File: src/rtl/word_deserializer_pkg.sv
// Shared definitions for the 16-bit serial link (deserializer and matching serializer).
package word_deserializer_pkg;

    localparam int unsigned DEFAULT_WIDTH = 16;

    typedef enum logic {
        RX_IDLE  = 1'b0,
        RX_SHIFT = 1'b1
    } rx_state_e;

    // Smallest r with 2**r >= value; sizes the bit counter.
    function automatic int unsigned clog2(input int unsigned value);
        int unsigned r;
        r = 0;
        for (int i = 0; i < 32; i++) begin
            if ((64'd1 << i) < 64'(value)) begin
                r = 32'(i + 1);
            end
        end
        return r;
    endfunction

endpackage

File: src/rtl/word_hold_reg.sv
// Single-entry output buffer for completed words: valid/ready handshake plus overrun pulse.
module word_hold_reg
    import word_deserializer_pkg::*;
#(
    parameter int unsigned WIDTH = DEFAULT_WIDTH
) (
    input  logic             clk,
    input  logic             reset,
    input  logic             complete,
    input  logic [WIDTH-1:0] word,
    input  logic             out_ready,
    output logic [WIDTH-1:0] out,
    output logic             out_valid,
    output logic             overrun
);

    logic [WIDTH-1:0] out_nxt;
    logic             out_valid_nxt;
    logic             overrun_nxt;

    // A new word wins over consumption; a word arriving into a full, stalled buffer is dropped.
    always_comb begin
        out_nxt       = out;
        out_valid_nxt = out_valid;
        overrun_nxt   = 1'b0;
        if (complete && (!out_valid || out_ready)) begin
            out_nxt       = word;
            out_valid_nxt = 1'b1;
        end else if (complete) begin
            overrun_nxt   = 1'b1;
        end else if (out_valid && out_ready) begin
            out_valid_nxt = 1'b0;
        end
    end

    always_ff @(posedge clk or posedge reset) begin
        if (reset) begin
            out       <= '0;
            out_valid <= 1'b0;
            overrun   <= 1'b0;
        end else begin
            out       <= out_nxt;
            out_valid <= out_valid_nxt;
            overrun   <= overrun_nxt;
        end
    end

endmodule

File: src/rtl/word_deserializer.sv
// Serial-to-parallel receiver: LSB-first bit stream in, WIDTH-bit words out via a holding register.
module word_deserializer
    import word_deserializer_pkg::*;
#(
    parameter int unsigned WIDTH = DEFAULT_WIDTH
) (
    input  logic             clk,
    input  logic             reset,
    input  logic             sin_valid,
    input  logic             sin_bit,
    input  logic             sin_start,
    output logic [WIDTH-1:0] out,
    output logic             out_valid,
    input  logic             out_ready,
    output logic             overrun,
    output logic             busy
);

    localparam int unsigned      CNT_W = clog2(WIDTH);
    localparam logic [CNT_W-1:0] LAST  = CNT_W'(WIDTH - 1);
    localparam logic [CNT_W-1:0] ONE   = CNT_W'(1);

    logic [WIDTH-1:0] sreg;
    logic [WIDTH-1:0] sreg_nxt;
    logic [CNT_W-1:0] cnt;
    logic [CNT_W-1:0] cnt_nxt;
    logic             complete;
    logic [WIDTH-1:0] word;
    rx_state_e        state;

    // Bit counter doubles as the receive state; busy is registered from the next count.
    always_ff @(posedge clk or posedge reset) begin
        if (reset) begin
            sreg <= '0;
            cnt  <= '0;
            busy <= 1'b0;
        end else begin
            sreg <= sreg_nxt;
            cnt  <= cnt_nxt;
            busy <= (cnt_nxt != '0);
        end
    end

    always_comb begin
        state    = (cnt == '0) ? RX_IDLE : RX_SHIFT;
        sreg_nxt = sreg;
        cnt_nxt  = cnt;
        complete = 1'b0;
        word     = {sin_bit, sreg[WIDTH-2:0]};
        if (sin_valid) begin
            if (sin_start) begin
                // Resync: drop the partial word and restart at bit 0.
                sreg_nxt = {{(WIDTH-1){1'b0}}, sin_bit};
                cnt_nxt  = ONE;
            end else begin
                case (state)
                    RX_IDLE: begin
                        sreg_nxt = {{(WIDTH-1){1'b0}}, sin_bit};
                        cnt_nxt  = ONE;
                    end
                    RX_SHIFT: begin
                        sreg_nxt[cnt] = sin_bit;
                        if (cnt == LAST) begin
                            complete = 1'b1;
                            cnt_nxt  = '0;
                        end else begin
                            cnt_nxt  = cnt + ONE;
                        end
                    end
                    default: begin
                        cnt_nxt = '0;
                    end
                endcase
            end
        end
    end

    word_hold_reg #(
        .WIDTH (WIDTH)
    ) u_hold (
        .clk       (clk),
        .reset     (reset),
        .complete  (complete),
        .word      (word),
        .out_ready (out_ready),
        .out       (out),
        .out_valid (out_valid),
        .overrun   (overrun)
    );

endmodule

File: config.mk
export PLATFORM = sky130hd
export DESIGN_NAME = word_deserializer
export DESIGN_NICKNAME = d
export VERILOG_FILES = /design/src/rtl/word_deserializer_pkg.sv /design/src/rtl/word_hold_reg.sv /design/src/rtl/word_deserializer.sv
export SDC_FILE = /design/constraint.sdc
export NUM_CORES = 1
export LEC_CHECK = 0
export BUFFER_PORTS_ARGS = -buffer_cell sky130_fd_sc_hd__buf_2
export CORE_MARGIN = 3
export CORE_UTILIZATION = 55
export CTS_CLUSTER_SIZE = 24
export DETAILED_ROUTE_END_ITERATION = 8
export PLACE_DENSITY = 0.81
export SKIP_CTS_REPAIR_TIMING = 1
export SLEW_MARGIN = 10
export SYNTH_ARGS = -nofsm -noshare
export SYNTH_HDL_FRONTEND = slang
export SYNTH_HIERARCHICAL = 1
export SYNTH_SLANG_ARGS = --single-unit
File: constraint.sdc
create_clock -name clk -period 2.4 [get_ports clk]
set_input_delay 0.72 -clock clk [delete_from_list [all_inputs] [get_ports clk]]
set_output_delay 0.72 -clock clk [all_outputs]
set_load 0.02 [all_outputs]
==> metrics.cfg <==
[run_status]
outcome=finished clean

[die]
core_area_mm2=0.00313
pin_count=25
dieArea_mm2=0.00408
die_x_um=63.9
die_h_um=63.9
rows=20
start_util=0.589

[placement]
placedCellCount=217
place_hpwl_um=2610
gp_congestion=0.809
preCtsSetupSlack_ps=339
io_buffers=24

[timing]
finalHoldViolCount=0
setup_ws_ps=308
setup_viol=0
finClkSkew_ps=6.71
rsz0062_at_grt=false
period_needed_ps=2090
fin_crit_sh=0.872
tns_ps=0
slew_headroom=0.495
worst_slew_pin_slew_ps=756
fmax_mhz=478
slew_violations=0

[layout]
synthToLayoutAreaGrowth_pct=13.4
final_core_util=0.668
layout.nets=190
diodes=0
drive_above_1_share=0.326
fin_cells=225

[logic_synthesis]
ys_types=41
synth_edf_count=0
syn_nets=165
post_synth_instance_area_mm2=0.00184
synth_area_leaders=dfrtp_1, mux2_4, mux2_2
synth.most_common_cell=dfrtp_1
synth_warnings=6
ys_top_cells_by_count=dfrtp_1, o21ai_0, mux2_4, nand2_1, o2bb2ai_1
ys_async_sr_fraction=1.00
synth-seq-cells=38
synth_top_cell_by_area=dfrtp_1
synth-main-ff-cell=dfrtp_1
netlist_instances=155
avgSynthCellArea_um2=11.9
synth_top_cell_area_share=0.516
synth_seq_area_share=0.516

[critical_path]
critPathArrivalTime_ps=2340
crit_required_ps=2640
crit_path_end_kind=flop
crit_path_start=cnt[0]
critPathMaxStageDelay_ps=470
critPathSlowestCell=dfrtp_1
path_cells=ha_1 > nand2_1 > nor3_1 > nand2_4 > mux2_4
cp_num_buf_inv=0
crit_cells=5
worstReg2RegStart=cnt[0]
start_kind=flop
r2r_cells=5
path_max_fanout=16
criticalPathCategory=reg -> reg
path_delay_family=simple AND/OR/NAND/NOR gates

[pwr]
peakVddDrop_mv=0.650
power.leakage_nw=1.07
powerDensity_mw_per_mm2=836
finalPower_mw=1.75

[global_routing]
grt_max_degree=26
antenna_found_initial=0
use_met3=0.0527
use_met2=0.325
grt_pass1_vias=1301
overflow=0
met1_usage=0.240
grt_usage=0.195
gr-max-usage-layer=met2
grt_pass1_wl_um=6090

[job]
maxCapViolations=0

[clock_tree]
cts.sinks=38
numCtsBuffers=5
clockBufferDepth=2
cts.clk_slew.worst_paths_ps=110
cts-root-buf=clkbuf_4
h-tree-depth=2
worstSkewPairLatency_ps=350
cts_tree=built

[route]
via_count=1271
final_antenna_net_count=0
drt_iter0_markers=39
avgRoutedWirePerCell_um=15.7
first_pass_iters=4
wirelength_um=3530
drc=0
vias_per_cell=5.65

[min_path]
min_path_type=in -> async

[where the power goes]
part           total [mW]  internal, mW  leakage, nW  switching, mW
logic               0.441         0.177        0.493          0.264
registers           0.737         0.693        0.519         0.0439
clock network       0.569         0.353       0.0585          0.216
total                1.75          1.22         1.07          0.524
[logic make-up (layout without fill, tap and decap cells)]
family	count (synthesis)	after routing	share of synthesized area
AO/OA/AOI/OAI	34	34	0.128
XOR/XNOR	2	2	0.00951
multiplexers	18	18	0.130
AND/OR/NAND/NOR	45	45	0.147
adder cells (fa/ha/maj)	4	4	0.0272
flip-flops	38	38	0.516
buffers and inverters	14	40	0.0434
[sequential cells by signal, summed over array words and instances (netlist names)]
register,flops
cnt,4
busy,1
u_hold/overrun,1
sreg,15
u_hold/out,16
u_hold/out_valid,1
[layout by cell type, fill, tap and decap left out, drive strengths merged]
cell and count:
o2bb2ai 8, and2b 1, buf 27, and4bb 1
bufinv 2, nand4b 1, nor3 2, and3 3
or3 1, a41o 1, ha 4, a22o 1
a32o 2, nand2 10, nor3b 1, o31ai 2
nor2 8, mux2 17, nand2b 4, a31oi 1
or2 2, o21ai 17, nand3 3, and2 5
nor2b 3, mux2i 1, clkbuf 6, xnor2 2
dfrtp 38, a211oi 1, a41oi 1, inv 5
[routing by layer]
metal	share of wire	wire [µm]
met4	0.015	53
met3	0.047	167
met5	0	0
met2	0.51	1790
met1	0.43	1520
[path summary, 6_finish.rpt]
path,endpoint,slack (ps)
hold reg to reg,sreg[10],500
setup / recovery,u_hold/out[1],310
hold / removal,u_hold/out[6],460
setup reg to reg,u_hold/out[1],310
min in group clk,sreg[10],500
max in group asynchronous,cnt[3],1430
[worst register-to-register path, delay by kind of cell, from the launching register on]
kind / cells / cell delay [ps]
adder cells (fa/ha/maj): 1 / 350
multiplexers: 1 / 370
flip-flops: 1 / 470
AND/OR/NAND/NOR: 3 / 800
[per-stage QoR]
step	hold WS [ps]	area, µm²
floorplan	445	1840
global placement	467	1980
detailed placement	479	1980
CTS	473	2090
global route	502	2090
finish	458	2090
[final cells by class]
class	instances	area, µm²
fill	236	1040
sequential	38	951
multi-input combinational	103	812
timing repair buffer	27	143
clock inverter	2	60.1
tap	44	55.1
clock buffer	6	51.3
inverter	5	18.8
Power figures use the tool's default switching activity.
